### src/rtl/instr_encoder.sv
// instr_encoder: packs decoded RV32I fields into 32-bit machine words and
// queues them, each with its own word address, in a 2-entry output FIFO.
//
// Parameters: ADDR_W (address width), BASE_ADDR (first address, value after
//             reset/clear)
// Ports:
//   clk_i, rst_i (async, active-high), clear_i (sync flush)
//   in_valid_i/in_ready_o      request handshake
//   kind_i, rd_i, rs1_i, rs2_i, funct3_i, funct7b5_i, imm_i   decoded fields
//   out_valid_o/out_ready_i    FIFO head handshake
//   instr_o, addr_o            FIFO head word and its address
//   count_o                    words enqueued since reset/clear, saturating
//   err_o                      sticky range-error flag
// Build option: ENCODER_RANGE_CHECK_EN enables immediate range checking;
// without it out-of-range fields are truncated and err_o is tied to 0.
module instr_encoder #(
  parameter int unsigned        ADDR_W    = 32,
  parameter logic [ADDR_W-1:0]  BASE_ADDR = '0
) (
  input  logic              clk_i,
  input  logic              rst_i,
  input  logic              clear_i,
  input  logic              in_valid_i,
  output logic              in_ready_o,
  input  logic [3:0]        kind_i,
  input  logic [4:0]        rd_i,
  input  logic [4:0]        rs1_i,
  input  logic [4:0]        rs2_i,
  input  logic [2:0]        funct3_i,
  input  logic              funct7b5_i,
  input  logic [31:0]       imm_i,
  output logic              out_valid_o,
  input  logic              out_ready_i,
  output logic [31:0]       instr_o,
  output logic [ADDR_W-1:0] addr_o,
  output logic [15:0]       count_o,
  output logic              err_o
);

  localparam int unsigned XLEN  = 32;
  localparam int unsigned CNT_W = 16;

  localparam logic [3:0] K_R      = 4'd0;
  localparam logic [3:0] K_IARITH = 4'd1;
  localparam logic [3:0] K_LOAD   = 4'd2;
  localparam logic [3:0] K_STORE  = 4'd3;
  localparam logic [3:0] K_BRANCH = 4'd4;
  localparam logic [3:0] K_JAL    = 4'd5;
  localparam logic [3:0] K_JALR   = 4'd6;
  localparam logic [3:0] K_LUI    = 4'd7;
  localparam logic [3:0] K_AUIPC  = 4'd8;

  localparam logic [XLEN-1:0] NOP_WORD = 32'h0000_0013;

  typedef struct packed {
    logic [XLEN-1:0]   instr;
    logic [ADDR_W-1:0] addr;
  } entry_t;

  entry_t            head_q, tail_q, head_n, tail_n, new_e;
  logic              tail_v_q, tail_v_n, head_v_n, ready_n;
  logic [ADDR_W-1:0] addr_q, addr_n;
  logic [CNT_W-1:0]  cnt_n;
  logic [XLEN-1:0]   word_c;
  logic [11:0]       imm_ia_c;
  logic              is_shift_c, range_err_c, push_c, enq_c, pop_c;

  assign instr_o = head_q.instr;
  assign addr_o  = head_q.addr;

  assign push_c = in_valid_i && in_ready_o && !clear_i;
  assign enq_c  = push_c && !range_err_c;
  assign pop_c  = out_valid_o && out_ready_i && !clear_i;

  // Field packing: one case arm per instruction format
  always_comb begin
    word_c     = NOP_WORD;
    is_shift_c = (funct3_i == 3'b001) || (funct3_i == 3'b101);
    imm_ia_c   = is_shift_c ? {1'b0, funct7b5_i, 5'b0, imm_i[4:0]} : imm_i[11:0];
    case (kind_i)
      K_R:      word_c = {1'b0, funct7b5_i, 5'b0, rs2_i, rs1_i, funct3_i, rd_i, 7'b0110011};
      K_IARITH: word_c = {imm_ia_c, rs1_i, funct3_i, rd_i, 7'b0010011};
      K_LOAD:   word_c = {imm_i[11:0], rs1_i, funct3_i, rd_i, 7'b0000011};
      K_STORE:  word_c = {imm_i[11:5], rs2_i, rs1_i, funct3_i, imm_i[4:0], 7'b0100011};
      K_BRANCH: word_c = {imm_i[12], imm_i[10:5], rs2_i, rs1_i, funct3_i,
                          imm_i[4:1], imm_i[11], 7'b1100011};
      K_JAL:    word_c = {imm_i[20], imm_i[10:1], imm_i[11], imm_i[19:12], rd_i, 7'b1101111};
      K_JALR:   word_c = {imm_i[11:0], rs1_i, 3'b000, rd_i, 7'b1100111};
      K_LUI:    word_c = {imm_i[31:12], rd_i, 7'b0110111};
      K_AUIPC:  word_c = {imm_i[31:12], rd_i, 7'b0010111};
      default:  word_c = NOP_WORD;
    endcase
  end

`ifdef ENCODER_RANGE_CHECK_EN
  logic signed [XLEN-1:0] imm_s;
  logic                   fits12_c;
  logic                   err_n;

  assign imm_s    = $signed(imm_i);
  assign fits12_c = (imm_s >= -32'sd2048) && (imm_s <= 32'sd2047);

  // Immediate legality per instruction format
  always_comb begin
    range_err_c = 1'b0;
    case (kind_i)
      K_IARITH: range_err_c = is_shift_c ? (imm_i > 32'd31) : !fits12_c;
      K_LOAD, K_STORE, K_JALR: range_err_c = !fits12_c;
      K_BRANCH: range_err_c = (imm_s < -32'sd4096) || (imm_s > 32'sd4094) || imm_i[0];
      K_JAL:    range_err_c = (imm_s < -32'sd1048576) || (imm_s > 32'sd1048574) || imm_i[0];
      K_LUI, K_AUIPC: range_err_c = (imm_i[11:0] != 12'd0);
      default:  range_err_c = 1'b0;
    endcase
  end

  // Sticky error flag
  always_comb begin
    err_n = err_o;
    if (clear_i)                   err_n = 1'b0;
    else if (push_c && range_err_c) err_n = 1'b1;
  end

  always_ff @(posedge clk_i or posedge rst_i) begin
    if (rst_i) err_o <= 1'b0;
    else       err_o <= err_n;
  end
`else
  assign range_err_c = 1'b0;
  assign err_o       = 1'b0;
`endif

  // FIFO, address counter and word count next state
  always_comb begin
    head_n   = head_q;
    tail_n   = tail_q;
    head_v_n = out_valid_o;
    tail_v_n = tail_v_q;
    addr_n   = addr_q;
    cnt_n    = count_o;
    new_e    = '{instr: word_c, addr: addr_q};
    if (clear_i) begin
      head_n   = '{instr: '0, addr: BASE_ADDR};
      head_v_n = 1'b0;
      tail_v_n = 1'b0;
      addr_n   = BASE_ADDR;
      cnt_n    = '0;
    end else begin
      if (enq_c) begin
        addr_n = addr_q + ADDR_W'(4);
        if (count_o != {CNT_W{1'b1}}) cnt_n = count_o + CNT_W'(1);
      end
      // Push is never accepted while full, so tail promotion and enqueue
      // cannot collide.
      if (pop_c) begin
        if (tail_v_q) begin
          head_n   = tail_q;
          tail_v_n = 1'b0;
        end else if (enq_c) begin
          head_n = new_e;
        end else begin
          head_v_n = 1'b0;
        end
      end else if (enq_c) begin
        if (!out_valid_o) begin
          head_n   = new_e;
          head_v_n = 1'b1;
        end else begin
          tail_n   = new_e;
          tail_v_n = 1'b1;
        end
      end
    end
    ready_n = !(head_v_n && tail_v_n);
  end

  always_ff @(posedge clk_i or posedge rst_i) begin
    if (rst_i) begin
      head_q      <= '{instr: '0, addr: BASE_ADDR};
      tail_q      <= '0;
      out_valid_o <= 1'b0;
      tail_v_q    <= 1'b0;
      in_ready_o  <= 1'b1;
      addr_q      <= BASE_ADDR;
      count_o     <= '0;
    end else begin
      head_q      <= head_n;
      tail_q      <= tail_n;
      out_valid_o <= head_v_n;
      tail_v_q    <= tail_v_n;
      in_ready_o  <= ready_n;
      addr_q      <= addr_n;
      count_o     <= cnt_n;
    end
  end

endmodule

### config.mk
export PLATFORM = sky130hd
export DESIGN_NAME = instr_encoder
export DESIGN_NICKNAME = d
export VERILOG_FILES = /design/src/rtl/instr_encoder.sv
export SDC_FILE = /design/constraint.sdc
export NUM_CORES = 1
export LEC_CHECK = 0
export BUFFER_PORTS_ARGS = -buffer_cell sky130_fd_sc_hd__clkbuf_2
export CAP_MARGIN = 20
export CORE_UTILIZATION = 40
export DETAILED_ROUTE_END_ITERATION = 7
export PLACE_DENSITY = 0.63
export SLEW_MARGIN = 20
export SYNTH_ARGS = -nofsm -noshare
export SYNTH_HDL_FRONTEND = slang
export SYNTH_SLANG_ARGS = --single-unit
### constraint.sdc
create_clock -name clk_i -period 8.2 [get_ports clk_i]
set_input_delay 1.23 -clock clk_i [delete_from_list [all_inputs] [get_ports clk_i]]
set_output_delay 1.23 -clock clk_i [all_outputs]
set_load 0.02 [all_outputs]
==> results of run 1 <==
per-stage QoR:
stage / instances / utilization, % / setup WS (ns)
after floorplan: 941 / - / 2.31
after global placement: 1290 / 44.6 / 4.48
after detailed placement: 1290 / 44.6 / 4.39
after CTS: 1322 / 47.3 / 4.86
after global routing: 1322 / 47.3 / 4.65
final: 1322 / 47.3 / 4.83
flip-flops by register name (all words and copies together) (netlist names):
signal and count:
in_ready_o 1, tail_q 61, tail_v_q 1, count_o 16, addr_o 31, out_valid_o 1
addr_q 30, instr_o 31
metal layers:
metal / wire (um) / GRT usage [%]
met4: 388 / 7.73
met5: 0 / 0
met1: 10800 / 29.4
met3: 988 / 3.28
met2: 10500 / 33.3
worst max-delay path by stage:
stage / from / slack (ns) / to
floorplan: rst_i / 2.31 / addr_o[10]
global placement: kind_i[3] / 4.48 / instr_o[24]
detailed placement: clear_i / 4.39 / tail_q[49]
CTS: clear_i / 4.86 / tail_q[49]
global route: clear_i / 4.65 / tail_q[45]
finish: kind_i[3] / 4.83 / instr_o[24]
cell families after synthesis:
kind of cell	Yosys count	synth area share, %
AO/OA/AOI/OAI	210	17.1
XOR/XNOR	41	4.18
adder cells (fa/ha/maj)	2	0.291
buffers and inverters	77	4.14
flip-flops	172	50.1
multiplexers	6	0.714
other	1	0.0437
AND/OR/NAND/NOR	432	23.4
critical path, stage by stage:
cell                        delay, ns
sky130_fd_sc_hd__clkbuf_2        0.48
sky130_fd_sc_hd__nand2b_1        0.39
sky130_fd_sc_hd__o2bb2ai_1       0.87
sky130_fd_sc_hd__a22oi_1         0.32
sky130_fd_sc_hd__a311oi_1        0.37
final cells by class:
cell class / count / share of cell area (%)
Timing Repair Buffer: 148 / 7.64
Sequential cell: 172 / 43.3
Multi-Input combinational cell: 692 / 39.7
Clock buffer: 19 / 4.35
Clock inverter: 13 / 1.41
Tap cell: 275 / 3.46
Inverter: 3 / 0.163
placed cells by master (no fill, tap or decap), drive strengths merged, types with 3 or more instances in the layout:
master    netlist  layout
nor3           12      12
nand2         210     210
xor2           32      32
nand4b          3       3
o21ai          29      29
a32oi           9       9
and2            9       9
nand3          21      21
nand4          17      17
o211ai          8       8
xnor2           9       9
a2bb2oi         3       3
a311oi         36      36
clkbuf         38     159
a31oi          16      16
buf            36       8
clkinvlp        0       4
a21oi          43      43
a22oi          10      10
clkinv          0       3
mux2i           5       5
dfrtp         171     171
o21a            9       9
o22ai           9       9
nand2b          8       8
nor2b          17      17
nor2           97      97
a211oi          9       9
inv             3       7
nor4            7       7
and4            7       7
o221ai         17      17
and3           12      12
power by group through the flow:
| stage | sequential (mW) | clock [mW] | combinational [mW] |
|---|---|---|---|
| finish | 0.946 | 0.799 | 0.249 |
| global route | 0.953 | 0.848 | 0.279 |
| CTS | 0.946 | 0.813 | 0.251 |
| detailed placement | 0.961 | 0 | 0.251 |
| global placement | 0.960 | 0 | 0.247 |
| floorplan | 0.978 | 0 | 0.147 |
==> metrics list, run 1 <==
* Diode count: 0
* Top post-synthesis cells by count: sky130_fd_sc_hd__nand2_1 (210), sky130_fd_sc_hd__dfrtp_1 (171), sky130_fd_sc_hd__nor2_1 (97)
- Timing would allow up to 297 MHz.
- For this run, the leading register cell type out of synthesis is sky130_fd_sc_hd__dfrtp_1.
- Clock skew on the completed layout was measured at 0.00888 ns.
- Filler cell count: about 2,000
* Cell area power density: between 200 and 250 mW/mm^2
- Global-route wire length before repair: 37,000 um
- Clock buffer count from CTS: 17
- Vias: roughly 7,200
- Starting DRC count in detailed routing: a little under 500
* Number of cells produced by synthesis: between 900 and 1,000
- In the synthesized netlist the async set-or-reset flop fraction comes to between 90% and 100%.
- The tightest min-delay check is of the flop to flop type.
- The sequential cells in the finished layout cover a total of 0.00431 sq mm.
- Netlist cell types: 64
- The max-slew violation count came to 0.
- Switching power: between 500 and 600 uW
- Number of warnings issued by yosys: 0
- Sum of negative setup slack: 0 ns
- The worst setup path is captured at a flop.
* Clock insertion delay at the later pin of the skew report: between 0.4 and 0.5 ns
* Routed wire length: approximately 23,000 um
- The H-tree generated during clock tree synthesis spans 4 levels.
- Setup repair after global routing left no endpoint under its margin.
- The endpoint identified for the worst register-to-register timing path is tail_q[45].
- Across the VDD grid, the largest voltage drop is roughly 0.14 mV.
* Required time of the critical path: roughly 8.5 ns
* Slew headroom: about 31%
* Setup-failing EPs final: 0
- The number of global-route vias before repair was about 7,100.
- For this configuration, the core starts out at a cell density of about two fifths.
- Sum of overflow across all layers after global routing: 0
* CP Class: input port to flop
- Part of the total power dissipated in sequential elements: between 40% and 50%
- The initial antenna violation count is 0.
- Sequential elements use between 50% and 60% of the synthesized area.
- Routability Congestion: about 0.83
- Post-route DRC violation count: 0
- Drt via density: 5.47
- STA classifies the critical path startpoint as an input port.
* Post-detailed-placement half-perimeter wirelength: about 15,000 um
- Startpoint of the worst register-to-register path: in_ready_o
- Worst hold path endpoint: tail_q[59]
- The clock passes through at most 2 buffers.
- Max cap viols: 0
- In the final design database the tool counted approximately 1,100 nets.
* Total area of multi-input combinational cells: roughly 0.004 sq mm
- I/O pin count: 143
- The number of failing hold endpoints at the final stage was 0.
- Register-to-Register Path Depth: 5
- Total of hold buffers inserted after clock tree synthesis: 0
- Row Count: 53
* Slew at the pin with the worst max-slew slack: between 1 and 1.5 ns
- Maximum fanout along the worst path: 47
* Number of detailed-routing iterations run before antenna repair: 5
* Clock Tree Root: sky130_fd_sc_hd__clkbuf_16
- By instance count, the leading cell after synthesis is sky130_fd_sc_hd__nand2_1.
- Cell area after layout: between 0.009 and 0.01 sq mm
- Per report_power, the clock group accounts for between 40% and 50% of the total.
- Final hold analysis gives a worst-case slack of approximately 0.48 ns.
* Horizontal extent of the die: between 100 and 150 um
- Buffer count from post-CTS setup fixing: 0
- The number of nets in the synthesized netlist is about 1,000.
- Die outline height: between 100 and 150 um
- In this run the remaining antenna-violating nets after routing total 0.
- STA puts the critical path data arrival time at 3.68 ns.
* Flip-flop and latch count after synthesis: between 150 and 200
* Final cycle utilization of the critical path: about two fifths
* Pin count of the biggest net entering global routing: between 100 and 150
* Area post-placement: between 0.009 and 0.01 sq mm
- The worst hold path begins at tail_q[59].
- Combinational Power Share: 12.5%
- Result of the run: completed
* Leading post-synthesis cells by cell area: sky130_fd_sc_hd__dfrtp_1 (50%), sky130_fd_sc_hd__nand2_1 (9.2%), sky130_fd_sc_hd__nor2_1 (4.2%)
- EDFF count, synth: 0
- Cells on Worst Hold Path: 2
- Placeable core region: about 0.021 sq mm
* DR WL/cell: roughly 17 um
- In this run the mean area of a mapped cell was around 9.1 sq um.
- Leakage power of the design: around 4.5 nW
- Setup slack on the worst reg-to-reg path comes out at between 5 and 6 ns.
- After clock tree synthesis, the clock-pin slew on the worst setup and hold paths is ~0.06 ns.
- Proportion of total power due to net switching: between 20% and 30%
- Post-CTS repair changed the size of 0 cells.
- TritonCTS built the clock tree.
* Buffers on Ports: 141
- In the global route stage, overall resource usage came out at between 20% and 30%.
* Internal: 1.44 mW
- Power after layout: approximately 2.0 mW
- Final Critical Period: between 3 and 4 ns
* Most area-hungry cell type in the Yosys netlist: sky130_fd_sc_hd__dfrtp_1
- Die area: 0.0221 sq mm
- Layout cells sized above 1: 19.0%
- The synthesized design devotes to its leading area cell type 49.8% of total area.
* Synthesized cell area: around 0.0086 sq mm
* Total number of clock tree sinks: approximately 170
- Synthesis-to-finish area growth: 15.8%
Power figures use the tool's default switching activity.
==> inputs of run 2 (changes only) <==
ABC_AREA = 1   (was default)
PLACE_DENSITY = 0.65   (was 0.63)
clock period = 2.8 ns   (was 8.2 ns; I/O delays follow)
==> metrics list, run 2 <==
- Result of the run: completed
- Part of the Yosys area used for sequential elements: 47.2% (-3.0 points)
- The total setup buffers inserted after CTS was 0 (unchanged).
- H-tree levels: 4 (unchanged)
* Register clock-pin slew on the reported worst setup and hold paths: 0.07 ns (about the same)
- Timing would allow up to 454 MHz.
* Combinational family with the most area after synthesis: simple AND/OR/NAND/NOR gates
* Cell area after layout: 0.0107 sq mm (+7.3%)
* Worst supply voltage drop on vdd: 0.295 mV (+120%)
- Among all cell types in the netlist, the one instantiated most often is sky130_fd_sc_hd__nand2_1.
* Post-detailed-placement half-perimeter wirelength: 16,900 um (+15%)
* Met1 capacity usage during global routing: 29.3% (-0.039 points)
- The die area was 0.0234 sq mm (+6.2%).
- Top_reg_cell synth: sky130_fd_sc_hd__dfrtp_1
- Starting DRC count in detailed routing: 603 (+22%)
* Share of synthesized registers carrying an async set or reset: 100% (unchanged)
- DR WL/cell: 14.3 um (-16%)
- Synthesized cell area: 0.00913 sq mm (+6.3%)
* Number of detailed-routing iterations run before antenna repair: 5 (unchanged)
* FF/Latch Area: 0.00431 sq mm (unchanged)
* Startpoint of the worst register-to-register path: out_valid_o
- The average size of a mapped cell came to 7.22 sq um (-21%).
- The number of placement rows was 54 (+1.9%).
- The post-detailed-route DRC marker count was 0 (unchanged).
* TritonCTS clock tree: built
- The leakage power figure was 5.46 nW (+21%).
- The number of buffers created by CTS came to 17 (unchanged).
- The share of the synthesized area in the top cell type is 46.9% (-2.9 points).
* Buffers on Ports: 141 (unchanged)
- The number of gates resized after CTS was 0 (unchanged).
* Sum of overflow across all layers after global routing: 0 (unchanged)
- Setup-failing EPs final: 0 (unchanged)
- The library cell used most frequently in the layout, excluding fill and tap cells, is sky130_fd_sc_hd__nand2_1.
* Total area of multi-input combinational cells: 0.00422 sq mm (+6.9%)
- The post-layout net count was 1,448 (+32%).
- The global-route track usage on met3 was 3.80% (+0.52 points).
- Most area-hungry cell type in the Yosys netlist: sky130_fd_sc_hd__dfrtp_1
- EDFF count, synth: 0 (unchanged)
- Slack of the worst reg-to-reg path: 0.60 ns (-4.85 ns)
- The area share of xor/xnor cells in the synthesized design was 0.672% (-3.5 points).
- Simple logic cell fraction of the synthesized area: 33.7% (+10 points)
- Final cycle utilization of the critical path: 78.7%
- Placed Cells incl. Taps: 1,647 (+28%)
- Sum of negative setup slack: 0 ns (unchanged)
* Number of warnings issued by yosys: 0 (unchanged)
- Diode count: 0 (unchanged)
* Number of cells produced by synthesis: 1,265 (+34%)
- The overall die height came to 153 um (+3.1%).
- Synth Area in Compound Gates: 11.5% (-5.6 points)
- Flip-flop and latch count after synthesis: 172 (unchanged)
- The clock insertion delay at the later pin of the skew report came to 0.43 ns (about the same).
- Leaving out fill and tap cells, the most frequent cells in the layout are sky130_fd_sc_hd__nand2_1 (459), sky130_fd_sc_hd__dfrtp_1 (171), sky130_fd_sc_hd__clkbuf_2 (141).
* Horizontal extent of the die: 153 um (+3.1%)
* Routability Congestion: 0.872 (+4.9%)
* All-Layer GR Usage: 21.4% (+0.25 points)
* Power after layout: 5.97 mW (+200%)
* Layout cells sized above 1: 15.3% (-3.7 points)
- The setup skew after layout is 0.00996 ns (+0.00109 ns).
* Post-layout instance count excluding filler cells: 1,677 (+27%)
* Slew at the pin with the worst max-slew slack: 0.891 ns (-0.152 ns)
* I/O pin count: 143 (unchanged)
* Met2 Track Usage GR: 34.9% (+1.6 points)
- The worst hold path belongs to the class input port to asynchronous set/reset pin.
- Placeable core region: 0.0221 sq mm (+5.1%)
- Synthesis-to-finish area growth: 17.0%
* CP Class: flop to flop
* Origin of the worst setup path: out_valid_o
- Final hold violation count: 0 (unchanged)
- Top post-synthesis cells by count: sky130_fd_sc_hd__nand2_1 (459), sky130_fd_sc_hd__dfrtp_1 (171), sky130_fd_sc_hd__nor2_1 (128)
- The largest net degree at the start of global routing came to 95 (-8.7%).
* Slew headroom: 40.6% (+10 points)
- Global-route wire length before repair: 40,500 um (+9.4%)
- Worst R2R End: tail_q[5]
- The max-slew violation count was 0 (unchanged).
* Remaining antenna violation count after routing: 0 (unchanged)
- The net count after synthesis is 1,327 (+32%).
* Via count of the first global-routing pass: 7,964 (+13%)
- Drt via density: 5.09 (-7.0%)
* Total of hold buffers inserted after clock tree synthesis: 0 (unchanged)
* Critical Path Start Type: flop
* Clock Tree Root: sky130_fd_sc_hd__clkbuf_16
* Initial Util: 41.3% (+0.46 points)
- Register-to-Register Path Depth: 7 (+2)
* Routed wire length: 24,000 um (+6.2%)
* Number of antenna violations at the first check in global routing: 0 (unchanged)
- The number of clock sinks is 172 (unchanged).
- Setup repair after global routing missed its margin: false
- Number of flip-flops in the largest register: 61 (unchanged)
- Post-synthesis mux area share: 0% (-0.71 points)
- The data arrival time of the worst path is 2.52 ns (-1.16 ns).
- The setup slack after layout came to 0.597 ns (-4.23 ns).
* Netlist cell types: 36 (-44%)
- met2 is the most crowded layer.
* Worst Setup Slack post-DPL: 0.502 ns (-3.88 ns)
- Final Critical Period: around 2.2 ns
* Leading post-synthesis cells by cell area: sky130_fd_sc_hd__dfrtp_1 (47%), sky130_fd_sc_hd__nand2_1 (19%), sky130_fd_sc_hd__o21ai_0 (6.7%)
- The number of max-capacitance violations reported was 0 (unchanged).
- Sort of element at the end of the critical path: flop
- Vias: 8,530 (+18%)
- Maximum fanout along the worst path: 75 (+60%)
- The power per unit of standard cell area was 559 mW/mm^2 (+180%).
* Filler cell count: 2,214 (+9.5%)
- Required time of the critical path: 3.12 ns (-5.39 ns)
- The fraction of the mapped netlist area in adder cells was 0.274% (-0.017 points).
- Counting flops per register, the top entry is tail_q.
- The post-detailed-placement cell area was 0.0101 sq mm (+7.6%).
- The maximum buffer depth of the clock tree is 2 (unchanged).
==> run 2: changes by cell type in the layout (fill, tap and decap cells not counted), moves of 25 or more <==
cell,change
sky130_fd_sc_hd__xor2_1,-25
sky130_fd_sc_hd__a311oi_1,-36
sky130_fd_sc_hd__nand3_1,+78
sky130_fd_sc_hd__inv_1,+77
sky130_fd_sc_hd__nand2_1,+249
sky130_fd_sc_hd__nor2_1,+31
sky130_fd_sc_hd__o21ai_0,+96
==> run 2: final cells by class <==
class | instances | area share (%)
Timing Repair Buffer | 158 | 8.27
Multi-Input combinational cell | 950 | 39.6
Tap cell | 280 | 3.28
Sequential cell | 172 | 40.3
Inverter | 87 | 3.11
Clock buffer | 21 | 4.41
Clock inverter | 9 | 1.05
==> run 2: worst max-delay path: stages, from the launching register on <==
cell and delay (ns):
sky130_fd_sc_hd__dfrtp_1 0.39, sky130_fd_sc_hd__nand2_1 0.16, sky130_fd_sc_hd__nand2_2 0.12, sky130_fd_sc_hd__nor2_4 0.14, sky130_fd_sc_hd__inv_2 0.07, sky130_fd_sc_hd__nor2_4 0.09, sky130_fd_sc_hd__clkinv_2 0.64, sky130_fd_sc_hd__o21ai_0 0.43
==> run 2: routing by layer <==
layer,vias to the layer above,wire (um)
met5,-,0
met2,230,11200
met1,3964,11500
met3,20,1140
li1,4316,-
met4,0,217
==> run 2: kinds of logic after synthesis <==
group / after synthesis
AND/OR/NAND/NOR: 743
adder cells (fa/ha/maj): 2
flip-flops: 172
XOR/XNOR: 7
other: 1
buffers and inverters: 143
AO/OA/AOI/OAI: 197
==> run 2: worst max path at each step <==
stage                             end  slack (ns)
final                       tail_q[5]        0.60
after global routing        tail_q[4]        0.29
after CTS                    tail_v_q        0.64
after detailed placement     tail_v_q        0.50
after global placement    instr_o[18]        0.56
after floorplan            addr_o[10]        0.18
==> run 2: power breakdown <==
part | internal, mW | switching [mW] | total, mW
sequential | 2.69 | 0.104 | 2.79
clock | 1.38 | 0.984 | 2.36
combinational | 0.261 | 0.554 | 0.815
==> run 2: through the flow <==
| step | hold slack (ns) | util, % |
|---|---|---|
| 2_1_floorplan | 0.440 | - |
| 3_3_place_gp | 0.453 | 45.7 |
| 3_5_place_dp | 0.463 | 45.7 |
| 4_1_cts | 0.142 | 48.3 |
| 5_1_grt | 0.151 | 48.3 |
| 6_report | 0.133 | 48.3 |
